==> config.mk <==
export PLATFORM = sky130hd
export DESIGN_NAME = hazard_stall_ctrl
export DESIGN_NICKNAME = d
export VERILOG_FILES = /design/src/rtl/hazard_stall_ctrl.sv
export SDC_FILE = /design/constraint.sdc
export NUM_CORES = 1
export LEC_CHECK = 0
export ABC_CLOCK_PERIOD_IN_PS = 2450
export CORE_ASPECT_RATIO = 1.2
export CORE_MARGIN = 1
export CORE_UTILIZATION = 43
export CTS_CLUSTER_DIAMETER = 100
export DETAILED_ROUTE_END_ITERATION = 8
export PLACE_DENSITY_LB_ADDON = 0.1
export SKIP_CTS_REPAIR_TIMING = 1
export SYNTH_ARGS = -nofsm -noshare
export SYNTH_HDL_FRONTEND = slang
export SYNTH_SLANG_ARGS = --single-unit
==> constraint.sdc <==
create_clock -name clk_i -period 2.45 [get_ports clk_i]
set_input_delay 0.49 -clock clk_i [delete_from_list [all_inputs] [get_ports clk_i]]
set_output_delay 0.49 -clock clk_i [all_outputs]
set_load 0.01 [all_outputs]
==> src/rtl/hazard_stall_ctrl.sv <==
// Purpose : load-use stall controller for the 5-stage MIPS pipeline, with memory-wait freeze and flush abort.
// Latency : stall outputs are combinational from the inputs and FSM state; the stall counter updates one cycle later.
// Backpress: a pending dmem access freezes the whole pipe; load bubbles resume once the access is acknowledged.
//
// Ports:
//   clk_i, rst_i                  clock (rising edge), synchronous active-high reset
//   IDEX_MemRead_i, IDEX_RT_i     load in ID/EX and its destination register
//   IFID_RS_i, IFID_RT_i          ID-stage source registers
//   IFID_UsesRT_i                 ID instruction actually reads RT
//   dmem_req_i, dmem_ack_i        MEM-stage data access request / completion
//   flush_i                       pipeline redirect, aborts a pending load stall
//   IFID_hazard_o, hazard_pc_o    hold IF/ID and PC
//   hazard_MUX_o                  zero ID/EX control (bubble)
//   mem_stall_o                   freeze ID/EX, EX/MEM, MEM/WB
//   stall_cnt_o                   saturating count of stalled cycles since reset
module hazard_stall_ctrl #(
  parameter int REG_AW   = 5,
  parameter int LOAD_LAT = 1,
  parameter int CNT_W    = 16
) (
  input  logic              clk_i,
  input  logic              rst_i,
  input  logic              IDEX_MemRead_i,
  input  logic [REG_AW-1:0] IDEX_RT_i,
  input  logic [REG_AW-1:0] IFID_RS_i,
  input  logic [REG_AW-1:0] IFID_RT_i,
  input  logic              IFID_UsesRT_i,
  input  logic              dmem_req_i,
  input  logic              dmem_ack_i,
  input  logic              flush_i,
  output logic              IFID_hazard_o,
  output logic              hazard_pc_o,
  output logic              hazard_MUX_o,
  output logic              mem_stall_o,
  output logic [CNT_W-1:0]  stall_cnt_o
);

  localparam int REM_W = $clog2(LOAD_LAT + 1);

  typedef enum logic {
    IDLE,
    LOAD_STALL
  } state_t;

  state_t             state_q;
  logic [REM_W-1:0]   rem_q;
  logic [CNT_W-1:0]   cnt_q;
  logic [CNT_W-1:0]   cnt_d;

  logic hit;
  logic mem_wait;
  logic ls;
  logic hold_any;

  // $0 is hardwired zero, so a load targeting it never creates a dependency.
  assign hit = IDEX_MemRead_i && (IDEX_RT_i != '0) &&
               ((IDEX_RT_i == IFID_RS_i) || (IFID_UsesRT_i && (IDEX_RT_i == IFID_RT_i)));

  // A same-cycle ack is a zero-wait access and must not freeze anything.
  assign mem_wait = dmem_req_i && !dmem_ack_i;

  // Once in LOAD_STALL the load has already moved on; the remaining bubbles
  // are owed regardless of what ID/EX currently holds.
  assign ls = ((state_q == IDLE) && hit) || (state_q == LOAD_STALL);

  // The memory freeze takes priority over bubbles: the bubble is deferred
  // until the first cycle the memory is no longer waiting.
  assign hold_any      = !rst_i && (mem_wait || (ls && !flush_i));
  assign hazard_MUX_o  = !rst_i && ls && !mem_wait && !flush_i;
  assign IFID_hazard_o = hold_any;
  assign hazard_pc_o   = hold_any;
  assign mem_stall_o   = !rst_i && mem_wait;
  assign stall_cnt_o   = cnt_q;

  // Saturating increment: sticks at all-ones rather than wrapping.
  always_comb begin
    cnt_d = cnt_q;
    if (hold_any && (cnt_q != '1)) begin
      cnt_d = cnt_q + CNT_W'(1);
    end
  end

  always_ff @(posedge clk_i) begin
    if (rst_i) begin
      state_q <= IDLE;
      rem_q   <= '0;
      cnt_q   <= '0;
    end else begin
      cnt_q <= cnt_d;
      if (flush_i) begin
        // Redirect discards the dependent instruction, even mid-freeze.
        state_q <= IDLE;
        rem_q   <= '0;
      end else if (!mem_wait) begin
        case (state_q)
          IDLE: begin
            // With a single bubble the IDLE hit cycle covers the whole stall.
            if (hit && (LOAD_LAT > 1)) begin
              state_q <= LOAD_STALL;
              rem_q   <= REM_W'(LOAD_LAT - 1);
            end
          end
          LOAD_STALL: begin
            if (rem_q == REM_W'(1)) begin
              state_q <= IDLE;
              rem_q   <= '0;
            end else begin
              rem_q <= rem_q - REM_W'(1);
            end
          end
          default: begin
            state_q <= IDLE;
            rem_q   <= '0;
          end
        endcase
      end
    end
  end

endmodule
==> metrics, run 1 <==
drt first pass iters=4; Clock Path Buffers=2; Filler cells=177; Setup CP Type=input pin to primary output; Overall Power=just under 0.6 mW; Synth area leader=dfxtp_1; Core Region=~2400 µm²; width of the die=roughly 48 µm; pwr dens=approximately 340 nW/µm²; period utilization=0.977; # DRC=0; clock slew at reported path FFs=roughly 100 ps; #FFs+latches synth=18; CP Max Fanout=2; CP max stage cell=or4_4; Syn Inst Count=between 100 and 150; Die Span Y=about 57 µm; Ports=42; worst path bufs/invs=2; vias in the first global route=1,086; Final Slew Violations=0; top-count cell post-synth=dfxtp_1; overall via count from detail_route=1,153; antenna cells=0; CTS Buf Count=3; Mapped Nets=roughly 150; ys flop type=dfxtp_1; P&R area growth vs syn=56.1%; sequential area share after synthesis=0.327; CTS tree=done; Root Buffer=clkbuf_4; Syn Std Cell Area=~1100 µm²; fin nets=roughly 200; layout cell share with drive strength beyond 1=0.202; Avg Inst Size Synth=between 8 and 9 µm²; Post-synth top cells=dfxtp_1 (18), xor2_1 (11), a21oi_1 (9); Vias per Instance=around 5.5; final setup fails=0; actual slew at the worst max-slew pin=365 ps; Final min period=2390 ps; Async SR Flop Fraction=0; WL final=roughly 2900 µm; skew final=2.35 ps; Final Hold Vio Count=0; cell chain of the critical path=dlymetal6s2s_1 > or4_4 > o21a_1 > and2b_2 > o211a_1 > buf_2; crit end category=primary output; Detailed Place HPWL=~2100 µm; EDFF count, synth=0; slowest stage delay, CP=around 540 ps; largest net degree at the start of global routing=18; WP data required=a little under 2000 ps; Peak Freq=418 MHz; Lkg Pwr=around 0.76 nW; H-Tree Depth=1; clock sink total=18; Yosys cell types=between 40 and 50; Slew headroom=0.754; type of the worst min-delay path=flop to flop; GRT Overall Usage=0.216; Initial Utilization=0.469; initial drt markers=22; Final GP Congestion=roughly 0.74; total grt overflow=0; first-pass GRT wire length=about 4400 µm; PortBufs=between 40 and 50; Top delay family on crit path=simple AND/OR/NAND/NOR gates; WL per Instance=between 10 and 15 µm; worst vdd ir=~390 µV; initial antenna violation count=0; Die ar.=~2800 µm²; number of synthesis warnings=0; setup_tns=0 ps; status=finished, final reports clean; row count=19; Arr. time, crit path=1900 ps; clock latency at the later pin of the worst-skew pair=310 ps; total of max-cap violations=0; post-synth top area share=0.327; Area contributors post-synth=dfxtp_1 (33%), xor2_1 (8.7%), a21oi_1 (4.1%); post-route antenna net violation count=0; startpoint types=input pin
## through the flow
step	setup slack [ps]	util	area [µm²]	hold WS (ps)	std cells
final	56.4	0.732	1720	475	209
after CTS	-634	0.695	1640	469	209
after floorplan	323	-	1100	423	126
after global routing	-47.4	0.732	1720	499	209
after detailed placement	-625	0.680	1600	453	205
after global placement	-555	0.680	1600	428	205
## cell type report
class / count / area, µm² / share of cell area
Multi-Input combinational cell: 98 / 726 / 0.421
Timing Repair Buffer: 54 / 547 / 0.317
Sequential cell: 18 / 360 / 0.209
Tap cell: 31 / 38.8 / 0.0225
Clock buffer: 4 / 36.3 / 0.0211
Inverter: 4 / 15.0 / 0.00871
## per-layer routing
layer / wire length [µm] / vias up / track usage
li1: - / 577 / -
met1: 1220 / 530 / 0.225
met2: 1490 / 40 / 0.390
met3: 192 / 6 / 0.0411
met4: 42 / 0 / 0.0913
met5: 0 / - / 0
## path summary, 6_finish.rpt
check | from | endpoint | slack [ps] | cells after the start
max | IDEX_RT_i[1] | hazard_MUX_o | 60 | 6
min | rem_q$_SDFFE_PP0P_ | state_q$_SDFFE_PP0N_ | 480 | 1
max reg2reg | stall_cnt_o[0]$_SDFFE_PP0P_ | stall_cnt_o[1]$_SDFFE_PP0P_ | 220 | 8
min reg2reg | rem_q$_SDFFE_PP0P_ | state_q$_SDFFE_PP0N_ | 480 | 1
## power by group
| part | internal [mW] | total (mW) | switching [mW] |
|---|---|---|---|
| clock network | 0.0909 | 0.190 | 0.0996 |
| logic | 0.0607 | 0.108 | 0.0469 |
| registers | 0.294 | 0.295 | 0.00160 |
## state kept, by name, indices dropped and copies added, names as in the netlist
name         count
rem_q            1
state_q          1
stall_cnt_o     16
## cells by family after synthesis
family,count (synthesis),share of synthesized area
and+or+nand+nor,47,0.257
DFF,18,0.327
muxes,3,0.0295
buffers and inverters,10,0.0589
adders and majority gates,1,0.0113
AOI/OAI and AO/OA,35,0.221
xor gates and xnor gates,12,0.0952
## cells in the final DEF (no fill, tap or decap), types with 4 or more instances in the layout
master | netlist | final
dlymetal6s2s_1 | 0 | 16
nand2_1 | 6 | 6
xor2_1 | 11 | 8
nand3_1 | 5 | 5
nand4_1 | 4 | 4
dfxtp_1 | 18 | 18
o21ai_1 | 3 | 4
buf_4 | 2 | 12
nor2_1 | 7 | 7
clkdlybuf4s50_1 | 0 | 24
a21oi_1 | 9 | 9
or3_1 | 5 | 5
inv_1 | 4 | 4
Note: power is estimated with default switching activity, not from simulation.
==> inputs of run 2 (changes only) <==
--- a/config.mk
+++ b/config.mk
@@ -5,10 +5,10 @@
 export SDC_FILE = /design/constraint.sdc
 export NUM_CORES = 1
 export LEC_CHECK = 0
-export ABC_CLOCK_PERIOD_IN_PS = 2450
+export ABC_CLOCK_PERIOD_IN_PS = 2200
 export CORE_ASPECT_RATIO = 1.2
 export CORE_MARGIN = 1
-export CORE_UTILIZATION = 43
+export CORE_UTILIZATION = 39
 export CTS_CLUSTER_DIAMETER = 100
 export DETAILED_ROUTE_END_ITERATION = 8
 export PLACE_DENSITY_LB_ADDON = 0.1
==> constraint.sdc (replaced) <==
create_clock -name clk_i -period 2.2 [get_ports clk_i]
set_input_delay 0.44 -clock clk_i [delete_from_list [all_inputs] [get_ports clk_i]]
set_output_delay 0.44 -clock clk_i [all_outputs]
set_load 0.01 [all_outputs]
==> run 2 against run 1 <==
Compared with the run above: the run now ends with negative setup slack left; power up 14%; first-iteration DRC count down 18%; clock-buffer cell count unchanged; highest routed layer unchanged; final area up 7.6%; core utilization down 2.0 points; sequential share of layout area down 1.5 points; via count up 3.5%.
==> metrics, run 2 (same netlist as run 1, synthesis figures left out) <==
Final Slew Violations=0 (unchanged); Vias per Instance=5.47 (-0.80%); final setup fails=3 (+3); cell chain of the critical path=clkdlybuf4s50_1 > nor2_2 > buf_4 > a21oi_1 > o21ai_2 > dlymetal6s2s_1; vias in the first global route=1,088 (+0.18%); row count=20 (+1); first-pass GRT wire length=4820 µm (+8.7%); Final min period=2240 ps; actual slew at the worst max-slew pin=358 ps (-7.49 ps); worst vdd ir=384 µV (-1.9%); GRT Overall Usage=0.209 (-0.00649); CP Max Fanout=4 (+2); reg2reg start=stall_cnt_o[1]$_SDFFE_PP0P_; most frequent cells in the layout=clkdlybuf4s50_1 (22), dfxtp_1 (18), dlymetal6s2s_1 (15), buf_4 (15); WL final=3280 µm (+11%); Clock Path Buffers=2 (unchanged); RSZ-0062 raised after global routing=yes; Top delay family on crit path=buffers and inverters; worst path bufs/invs=3 (+1); cell area after layout=1850 µm² (+7.6%); WL per Instance=15.0 µm (+6.6%); Final GP Congestion=0.794 (+7.1%); total grt overflow=0 (unchanged); Non-Filler Instances=218 (+4.3%); Final Hold Vio Count=0 (unchanged); Core Region=2600 µm² (+11%); Detailed Place HPWL=2320 µm (+12%); total of max-cap violations=0 (unchanged); metal1 wirelength=1280 µm (+4.7%); status=finished, violations left; CP max stage cell=clkdlybuf4s50_1; metal2 WL=1780 µm (+19%); antenna cells=0 (unchanged); WP data required=1760 ps (-200 ps); # DRC=0 (unchanged); drt first pass iters=4 (unchanged); Slew headroom=0.761 (+0.00724); placed cell areas=1630 µm² (+2.0%); CTS tree=done; Initial Utilization=0.424 (-0.0449); Critical path origin=rst_i; Lkg Pwr=0.824 nW (+8.0%); failing checks=negative setup slack; crit end category=primary output; initial drt markers=18 (-18%); PortBufs=41 (unchanged); Setup CP Type=input pin to primary output; most common cell after layout, fill and taps aside=clkdlybuf4s50_1; CP endpoint=IFID_hazard_o; Cell Count Post-Placement=211 (+2.9%); Peak Freq=between 400 and 500 MHz; WHS=477 ps (+1.38 ps); slowest stage delay, CP=510 ps (-30 ps); fin nets=209 (+3.5%); Arr. time, crit path=1800 ps (-100 ps); R2R depth=9 (+1); clock sink total=18 (unchanged); initial antenna violation count=0 (unchanged); Finished Core Util=0.713 (-0.0196); largest net degree at the start of global routing=18 (unchanged); Ports=42 (unchanged); type of the worst min-delay path=flop to flop; Die ar.=3050 µm² (+9.9%); WP depth=6 (unchanged); skew final=7.89 ps (+5.54 ps); R2R setup slack=170 ps (-50 ps); period utilization=1.02; Place WS=-775 ps (-151 ps); pwr dens=364 nW/µm² (+5.7%); WL met3=199 µm (+3.6%); clock slew at reported path FFs=100 ps (about the same); width of the die=50.6 µm (+4.8%); overall via count from detail_route=1,193 (+3.5%); H-Tree Depth=1 (unchanged); P&R area growth vs syn=68.0%; post-route antenna net violation count=0 (unchanged); CTS Buf Count=3 (unchanged); Root Buffer=clkbuf_4; layout cell share with drive strength beyond 1=0.308 (+0.106); r2r endpoint=stall_cnt_o[7]$_SDFFE_PP0P_; Setup WS post-layout=-37.3 ps (-93.7 ps); top layer in use=met4; Die Span Y=60.3 µm (+4.8%); max reg flops=16 (unchanged); startpoint types=input pin; clock latency at the later pin of the worst-skew pair=300 ps (about the same)
## run 2: worst min-delay path by stage
stage | endpoint | startpoint | slack (ps) | cells after the start
finish | state_q$_SDFFE_PP0N_ | rem_q$_SDFFE_PP0P_ | 480 | 1
global route | state_q$_SDFFE_PP0N_ | rem_q$_SDFFE_PP0P_ | 510 | 1
CTS | state_q$_SDFFE_PP0N_ | rem_q$_SDFFE_PP0P_ | 480 | 1
detailed placement | state_q$_SDFFE_PP0N_ | rem_q$_SDFFE_PP0P_ | 460 | 1
global placement | state_q$_SDFFE_PP0N_ | rem_q$_SDFFE_PP0P_ | 430 | 1
floorplan | state_q$_SDFFE_PP0N_ | rem_q$_SDFFE_PP0P_ | 420 | 1
## run 2: power breakdown
part / internal, mW / total [mW] / switching [mW]
combinational: 0.0766 / 0.137 / 0.0600
clock: 0.101 / 0.211 / 0.110
sequential: 0.327 / 0.328 / 0.00103
total: 0.505 / 0.675 / 0.171
## run 2: cell type report
type	count	area [µm²]
Multi-Input combinational cell	99	810
Fill cell	209	748
Timing Repair Buffer	60	592
Sequential cell	18	360
Tap cell	33	41.3
Clock buffer	4	36.3
Inverter	4	15.0
## run 2: through the flow
step / setup TNS [ps] / power [mW]
2_1_floorplan: 0 / 0.384
4_1_cts: -6410 / 0.664
5_1_grt: -342 / 0.706
3_3_place_gp: -9700 / 0.453
3_5_place_dp: -11200 / 0.457
6_report: -93.7 / 0.675
## run 2: layer usage
layer | vias to the layer above | GRT usage
met5 | - | 0
met4 | 0 | 0.0833
met3 | 2 | 0.0356
met2 | 32 | 0.408
met1 | 571 | 0.220
li1 | 588 | -
==> inputs of run 3 (changes only) <==
--- a/config.mk
+++ b/config.mk
@@ -5,10 +5,11 @@
 export SDC_FILE = /design/constraint.sdc
 export NUM_CORES = 1
 export LEC_CHECK = 0
+export ABC_AREA = 1
 export ABC_CLOCK_PERIOD_IN_PS = 2200
 export CORE_ASPECT_RATIO = 1.2
 export CORE_MARGIN = 1
-export CORE_UTILIZATION = 39
+export CORE_UTILIZATION = 41
 export CTS_CLUSTER_DIAMETER = 100
 export DETAILED_ROUTE_END_ITERATION = 8
 export PLACE_DENSITY_LB_ADDON = 0.1
==> run 3 against run 2 <==
Compared with the run above: the run now ends clean; combinational power is 11% lower; setup slack better by 150 ps; sequential cell count stayed put.
==> metrics, run 3 <==
RSZ-0062 raised after global routing=no; initial drt markers=34 (+16); post-route antenna net violation count=0 (unchanged); CTS Buf Count=3 (unchanged); actual slew at the worst max-slew pin=283 ps (-74.9 ps); cell area after layout=1850 µm² (unchanged); Avg Inst Size Synth=6.24 µm² (-29%); Mapped Nets=224 (+50%); layout cell share with drive strength beyond 1=0.142 (-0.166); Synth Area in Adders=0.00998 (-0.00136); Detailed Place HPWL=2280 µm (-1.8%); Simple-Gate Fraction of Synth Area=0.422 (+0.165); initial antenna violation count=0 (unchanged); FF+latch area=360 µm² (unchanged); most common cell after layout, fill and taps aside=nand2_1; H-Tree Depth=1 (unchanged); sequential area share after synthesis=0.287 (-0.0391); Async SR Flop Fraction=0 (unchanged); final setup fails=0 (-3); clock latency at the later pin of the worst-skew pair=300 ps (about the same); Setup CP Type=input pin to primary output; fin nets=277 (+33%); mux contribution to synthesized area=0 (-0.0295); Lkg Pwr=0.955 nW (+16%); Initial Utilization=0.442 (+0.0178); EDFF count, synth=0 (unchanged); ys flop type=dfxtp_1; Synth Area in Compound Gates=0.0719 (-0.149); worst vdd ir=303 µV (-21%); metal1 wirelength=1490 µm (+16%); metal2 WL=1380 µm (-23%); top layer in use=met4; Ports=42 (unchanged); overall via count from detail_route=1,353 (+13%); startpoint types=input pin; status=finished, final reports clean; vias in the first global route=1,259 (+16%); Final Slew Violations=0 (unchanged); HP Start=rem_q$_SDFFE_PP0P_; Synth Area in XOR/XNOR=0.0978 (+0.00257); max reg flops=16 (unchanged); Yosys cell types=23 (-53%); CP Max Fanout=2 (-2); placed cell areas=1760 µm² (+7.7%); # DRC=0 (unchanged); first-pass GRT wire length=5200 µm (+8.0%); number of synthesis warnings=0 (unchanged); width of the die=52.5 µm (+3.8%); Peak Freq=479 MHz (+7.2%); WL final=3000 µm (-8.5%); antenna cells=0 (unchanged); area occupied by multi-input gates=776 µm² (-4.2%); Syn Inst Count=201 (+60%); period utilization=0.949 (-0.0680); Root Buffer=clkbuf_4; Final GP Congestion=0.797 (+0.42%); Final Hold Vio Count=0 (unchanged); Slew headroom=0.811 (+0.0497); Clock Path Buffers=2 (unchanged); pwr dens=358 nW/µm² (-1.7%); CTS tree=done; top-count cell post-synth=nand2_1; P&R area growth vs syn=47.9%; largest net degree at the start of global routing=15 (-3); clock sink total=18 (unchanged); WL per Instance=10.5 µm (-30%); setup_tns=0 ps (+93.7 ps); Filler cells=263 (+26%); Final min period=2090 ps (-150 ps); #FFs+latches synth=18 (unchanged); WL met3=86 µm (-57%); Synth area leader=dfxtp_1; total of max-cap violations=0 (unchanged); PortBufs=41 (unchanged); Die ar.=3280 µm² (+7.8%); type of the worst min-delay path=flop to flop; reg2reg start=stall_cnt_o[0]$_SDFFE_PP0P_; Post-synth top cells=nand2_1 (57), nor2_1 (27), inv_1 (22), nand3_1 (22), dfxtp_1 (18); Area contributors post-synth=dfxtp_1 (29%), nand2_1 (17%), nand3_1 (8.8%); Die Span Y=62.6 µm (+3.8%); drt first pass iters=4 (unchanged); Critical path origin=IFID_RS_i[4]; GRT Overall Usage=0.203 (-0.00589); post-synth top area share=0.287 (-0.0391); skew final=2.13 ps (-5.76 ps); total grt overflow=0 (unchanged); Syn Std Cell Area=1250 µm² (+14%); row count=21 (+5.0%); most frequent cells in the layout=nand2_1 (56), clkdlybuf4s50_1 (25), nor2_1 (24), inv_1 (22), nand3_1 (22); crit end category=primary output; WP data required=1760 ps (about the same); clock slew at reported path FFs=110 ps (about the same); largest family of logic cells by synthesized area=simple AND/OR/NAND/NOR gates; Arr. time, crit path=1650 ps (-150 ps); Core Region=2840 µm² (+9.0%); Vias per Instance=4.71 (-14%)
## run 3: cell count changes after synthesis, sizes merged, moves of 6 or more
cell	previous run	this run
nand2	7	59
inv	4	27
nor2	8	27
nand3	6	24
a21oi	10	17
xnor2	1	7
## run 3: area by class of cell
cell class | count | area share
Clock buffer | 4 | 0.0196
Inverter | 27 | 0.0547
Multi-Input combinational cell | 150 | 0.418
Sequential cell | 18 | 0.194
Tap cell | 34 | 0.0229
Timing Repair Buffer | 54 | 0.290
## run 3: worst paths after layout
kind	to	slack (ps)	cells after the start
max	hazard_MUX_o	110	10
min	state_q$_SDFFE_PP0N_	450	1
max reg2reg	stall_cnt_o[1]$_SDFFE_PP0P_	400	9
min reg2reg	state_q$_SDFFE_PP0N_	450	1
## run 3: metal layers
layer	GRT usage	vias to the layer above
met5	0	-
met3	0.0243	5
met4	0.0724	0
met1	0.273	588
met2	0.326	29
li1	-	731
## run 3: worst max-delay path: stages
cell	delay, ps
clkdlybuf4s50_1	470
inv_1	40
nand2_1	50
nand2_1	50
nor2_1	90
nand3_1	70
nand2_1	90
nand2_2	80
a21oi_2	130
buf_2	130
## run 3: logic make-up after synthesis
logic type	Yosys count
compound gates	18
xor+xnor	14
fa+ha+maj	1
buf+inv	33
flops	18
simple gates	117
## run 3: where the power goes
| part | switching (mW) | internal, mW |
|---|---|---|
| clock | 0.110 | 0.101 |
| sequential | 0.00253 | 0.328 |
| combinational | 0.0555 | 0.0666 |
## run 3: metrics by stage
stage / setup WS [ps] / total power, mW / cells / hold WS [ps] / util
after global routing: 1.72 / 0.701 / 287 / 483 / 0.653
after CTS: -419 / 0.665 / 286 / 447 / 0.633
after global placement: -411 / 0.459 / 282 / 423 / 0.620
after detailed placement: -417 / 0.459 / 282 / 436 / 0.620
final: 112 / 0.664 / 287 / 451 / 0.653
after floorplan: 301 / 0.391 / 201 / 412 / -
